==> config.mk <==
export PLATFORM = sky130hd
export DESIGN_NAME = fifo_rd_ctrl
export DESIGN_NICKNAME = d
export VERILOG_FILES = /design/src/rtl/fifo_rd_ctrl_pkg.sv /design/src/rtl/fifo_rd_mux8.sv /design/src/rtl/fifo_rd_ctrl.sv
export SDC_FILE = /design/constraint.sdc
export NUM_CORES = 1
export LEC_CHECK = 0
export CAP_MARGIN = 10
export CORE_MARGIN = 2
export CORE_UTILIZATION = 38
export CTS_CLUSTER_SIZE = 28
export DETAILED_ROUTE_END_ITERATION = 10
export PLACE_DENSITY = 0.9
export SYNTH_ARGS = -nofsm -noshare
export SYNTH_HDL_FRONTEND = slang
export SYNTH_SLANG_ARGS = --single-unit
==> constraint.sdc <==
create_clock -name clk -period 2.86 [get_ports clk]
set_clock_uncertainty 0.05 [all_clocks]
set_input_delay 0.286 -clock clk [delete_from_list [all_inputs] [get_ports clk]]
set_output_delay 0.286 -clock clk [all_outputs]
set_load 0.1 [all_outputs]
==> src/rtl/fifo_rd_ctrl_pkg.sv <==
// Shared constants and state encoding for the FIFO read-side controller.
package fifo_rd_ctrl_pkg;

  localparam int unsigned FIFO_DEPTH = 8;
  localparam int unsigned FIFO_WIDTH = 8;
  localparam int unsigned PTR_W      = 3;
  localparam int unsigned CNT_W      = 4;

  typedef enum logic [1:0] {
    INIT   = 2'b00,
    NO_OP  = 2'b01,
    READ   = 2'b10,
    RD_ERR = 2'b11
  } rd_state_e;

endpackage

==> src/rtl/fifo_rd_mux8.sv <==
// 8-to-1 selector of storage entries, indexed by the read pointer.
module fifo_rd_mux8
  import fifo_rd_ctrl_pkg::*;
(
  input  logic [FIFO_DEPTH*FIFO_WIDTH-1:0] mem_i,
  input  logic [PTR_W-1:0]                 sel_i,
  output logic [FIFO_WIDTH-1:0]            data_o
);

  always_comb begin
    data_o = '0;
    for (int i = 0; i < FIFO_DEPTH; i++) begin
      if (sel_i == PTR_W'(i)) data_o = mem_i[i*FIFO_WIDTH +: FIFO_WIDTH];
    end
  end

endmodule

==> src/rtl/fifo_rd_ctrl.sv <==
// FIFO read-side controller: accepts or rejects reads against data_count,
// returns registered data and ack/err/dec pulses one cycle later.
module fifo_rd_ctrl
  import fifo_rd_ctrl_pkg::*;
#(
  parameter int unsigned DEPTH = FIFO_DEPTH,
  parameter int unsigned WIDTH = FIFO_WIDTH
) (
  input  logic                   clk,
  input  logic                   reset_n,
  input  logic                   rd_en,
  input  logic [CNT_W-1:0]       data_count,
  input  logic [DEPTH*WIDTH-1:0] mem_q,
  output logic [WIDTH-1:0]       d_out,
  output logic [PTR_W-1:0]       rd_ptr,
  output logic                   rd_ack,
  output logic                   rd_err,
  output logic                   dec,
  output logic                   empty
);

  rd_state_e        state_q, state_d;
  logic [WIDTH-1:0] d_out_q, d_out_d, rd_data;
  logic [PTR_W-1:0] rd_ptr_q, rd_ptr_d;
  logic             ack_q, ack_d;
  logic             err_q, err_d;
  logic             dec_q, dec_d;

  assign empty = (data_count == CNT_W'(0));

  fifo_rd_mux8 u_mux (
    .mem_i  (mem_q),
    .sel_i  (rd_ptr_q),
    .data_o (rd_data)
  );

  // Every state decides the same way; the count present at this edge governs.
  always_comb begin
    state_d  = state_q;
    d_out_d  = d_out_q;
    rd_ptr_d = rd_ptr_q;
    ack_d    = 1'b0;
    err_d    = 1'b0;
    dec_d    = 1'b0;
    if (!rd_en) begin
      state_d = NO_OP;
    end else if (!empty) begin
      state_d  = READ;
      d_out_d  = rd_data;
      rd_ptr_d = rd_ptr_q + PTR_W'(1);
      ack_d    = 1'b1;
      dec_d    = 1'b1;
    end else begin
      state_d = RD_ERR;
      err_d   = 1'b1;
    end
  end

  always_ff @(posedge clk or negedge reset_n) begin
    if (!reset_n) begin
      state_q  <= INIT;
      d_out_q  <= '0;
      rd_ptr_q <= '0;
      ack_q    <= 1'b0;
      err_q    <= 1'b0;
      dec_q    <= 1'b0;
    end else begin
      state_q  <= state_d;
      d_out_q  <= d_out_d;
      rd_ptr_q <= rd_ptr_d;
      ack_q    <= ack_d;
      err_q    <= err_d;
      dec_q    <= dec_d;
    end
  end

  assign d_out  = d_out_q;
  assign rd_ptr = rd_ptr_q;
  assign rd_ack = ack_q;
  assign rd_err = err_q;
  assign dec    = dec_q;

endmodule

==> flow_metrics.tcl <==
set metrics [dict create \
    final_antenna_net_count 0 \
    wirelength_microns 4030 \
    max_freq_mhz 485 \
    cts.clk_slew.worst_paths_ns 0.08 \
    p_int_mw 0.853 \
    cts_made_buffers 3 \
    drive_gt1_share_pct 14.3 \
    chipHeight_microns 61.6 \
    drt_first_pass_iters 5 \
    gr-usage-all-layers_pct 21.8 \
    num_rows 20 \
    synth_top_family_by_area "compound AO/OA/AOI/OAI gates" \
    crit_family "compound AO/OA/AOI/OAI gates" \
    post-route-drc-count 0 \
    ys_seq_area_share_pct 25.8 \
    maxSlewViolCount 0 \
    crit_buf_inv 1 \
    period_needed_ns 2.06 \
    crit_chain "inv_1 > ha_1 > and2_4 > a211o_1 > a2111oi_2 > nor2_1" \
    power_frac_clock_pct 5.8 \
    setup_tns_ns 0 \
    required_ns 2.98 \
    ys_warn_count 0 \
    cp_max_fo 10 \
    worst_setup_path_end_kind "flip-flop" \
    synth_edf_count 0 \
    syn_area_per_cell_sq_um 8.42 \
    grt_first_pass_wirelength_microns 6130 \
    nets 308 \
    start_util_pct 40.7 \
    netlist_area_sq_um 1260 \
    ys_async_sr_fraction_pct 100 \
    synthFlopType "dfrtp_1" \
    clockBufferDepth 2 \
    ios 86 \
    tritoncts "built" \
    cts_resized 0 \
    powerDensity_nw_per_um2 988 \
    synthesis.instances 150 \
    max_slew.worst_pin.slew_ns 0.612 \
    synthMuxAreaShare_pct 0 \
    rsz0062_at_grt "no" \
    syn_nets 227 \
    p_comb_share_pct 78.7 \
    routed-via-count 1492 \
    antenna_found_initial 0 \
    postCtsSetupBuffers 0 \
    insertedDiodeCount 0 \
    syn2layout_area_growth_pct 68.8 \
    clock-sinks 13 \
    synth_top_cell_by_area "dfrtp_1" \
    drt-initial-drc-count 110 \
    dp.final_hpwl_microns 3100 \
    swShare_pct 59.5 \
    synthSimpleGateAreaFrac_pct 22.9 \
    vdd_drop_max_mv 0.684 \
    root_buffer "clkbuf_4" \
    arrival_ns 2.19 \
    core_sq_um 3100 \
    synth-seq-cells 13 \
    wl_per_cell_microns 14.7 \
    slowest_delay_ns 0.44 \
    worst_slack_ns 0.798 \
    clk_latency_ns 0.29 \
    start_kind "flip-flop" \
    p_switching_mw 1.25 \
    status "completed" \
    final_hold_viol_count 0 \
    place_ws_ns 0.804 \
    synth.top_cells.by_area "dfrtp_1 26%, ha_1 5.9%, a221oi_1 5.6%" \
    worstHoldPathType "in -> async" \
    via_per_inst 5.45 \
    synthDistinctLibCells 36 \
    relSlewSlack_pct 59.1 \
    gp_congestion 0.845 \
    synthAdderAreaFrac_pct 5.95 \
    die_w_microns 61.6 \
    holdBufCountCts 0 \
    slowest_stage "dfrtp_1" \
    leakage_nw 0.849 \
    seqPwrFrac_pct 15.6 \
    fillers 269 \
    synth.top_cell.area_share_pct 25.8 \
    gr-total-overflow 0 \
    synth.most_common_cell "dfrtp_1" \
    first_global_vias 1389 \
    setup_violations 0 \
    crit_type "reg -> reg" \
    portBuffers 85 \
    die-area_sq_um 3800 \
    period_share_pct 72.1 \
    netlist_top_cells_count "13 x dfrtp_1, 12 x nand2_1, 11 x a21oi_1" \
    synth_xor_area_share_pct 0.694 \
    grt_max_degree 23 \
    htreeDepth 1 \
    drv_cap 0 \
    synth_compound_area_share_pct 35.6 \
    p_total_mw 2.10 \
]
kinds of logic (layout without fill, tap and decap cells):
group,count (synthesis),in the layout
buf+inv,23,103
flops,13,13
xor+xnor,1,1
fa+ha+maj,6,6
simple gates,49,49
compound gates,58,58
cell usage in the layout, fill, tap and decap left out, drive strengths merged, types with 4 or more instances in the layout:
master,count
o31ai,5
o221ai,5
nand2,12
nand2b,6
a221oi,8
nand3b,5
inv,9
ha,6
o21ai,8
nor2b,6
clkbuf,4
nor2,6
clkdlybuf4s50,70
or3b,5
dfrtp,13
a211o,5
buf,20
a2111oi,5
a21oi,11
nor3b,5
metrics by stage:
stage / cells / hold slack (ns) / instance area (sq um) / util, %
floorplan: 150 / -0.0596 / 1270 / -
global placement: 270 / 0.492 / 2100 / 67.8
detailed placement: 270 / 0.499 / 2100 / 67.8
CTS: 274 / 0.348 / 2130 / 68.7
global route: 274 / 0.387 / 2130 / 68.7
finish: 274 / 0.324 / 2130 / 68.7
worst register-to-register path: cells and delay by family (launching register included):
family	cells	cell delay (ns)
and+or+nand+nor	2	0.33
adders and majority gates	1	0.36
buffers and inverters	1	0.09
AOI/OAI and AO/OA	2	0.67
DFF	1	0.44
metal layers:
| metal | global-route usage (%) | part of all wire [%] | up-vias | routed length (microns) |
|---|---|---|---|---|
| li1 | - | - | 729 | - |
| met1 | 29.0 | 43 | 676 | 1730 |
| met2 | 35.2 | 46 | 83 | 1870 |
| met3 | 6.30 | 10 | 4 | 412 |
| met4 | 4.26 | 0.52 | 0 | 21 |
| met5 | 0 | 0 | - | 0 |
sequential cells by signal, indices dropped and copies added, names as in the netlist:
signal	count
rd_err	1
d_out	8
rd_ptr	3
dec	1
power groups by stage:
| stage | clock network, mW | logic [mW] | registers (mW) |
|---|---|---|---|
| 2_1_floorplan | 0 | 0.670 | 0.907 |
| 3_3_place_gp | 0 | 1.63 | 0.330 |
| 3_5_place_dp | 0 | 1.65 | 0.328 |
| 4_1_cts | 0.121 | 1.66 | 0.327 |
| 5_1_grt | 0.127 | 1.77 | 0.336 |
| 6_report | 0.121 | 1.66 | 0.328 |
cell type report:
| type | count | area [sq um] | area share [%] |
|---|---|---|---|
| tap | 44 | 55.1 | 2.58 |
| sequential | 13 | 325 | 15.3 |
| clock buffer | 4 | 26.3 | 1.23 |
| inverter | 9 | 33.8 | 1.59 |
| multi-input combinational | 114 | 840 | 39.4 |
| timing repair buffer | 90 | 851 | 39.9 |
worst paths after layout:
path / start / to / slack [ns] / cells past startpoint
worst min register to register: d_out[4] / d_out[4] / 0.51 / 2
worst max register to register: rd_ptr[0] / d_out[7] / 0.80 / 6
min in group clk: d_out[4] / d_out[4] / 0.51 / 2
worst min-delay path: reset_n / rd_err / 0.32 / 1
max in group asynchronous: reset_n / d_out[1] / 2.04 / 1
worst max-delay path: rd_ptr[0] / d_out[7] / 0.80 / 6
(Power assumes the default switching activity.)
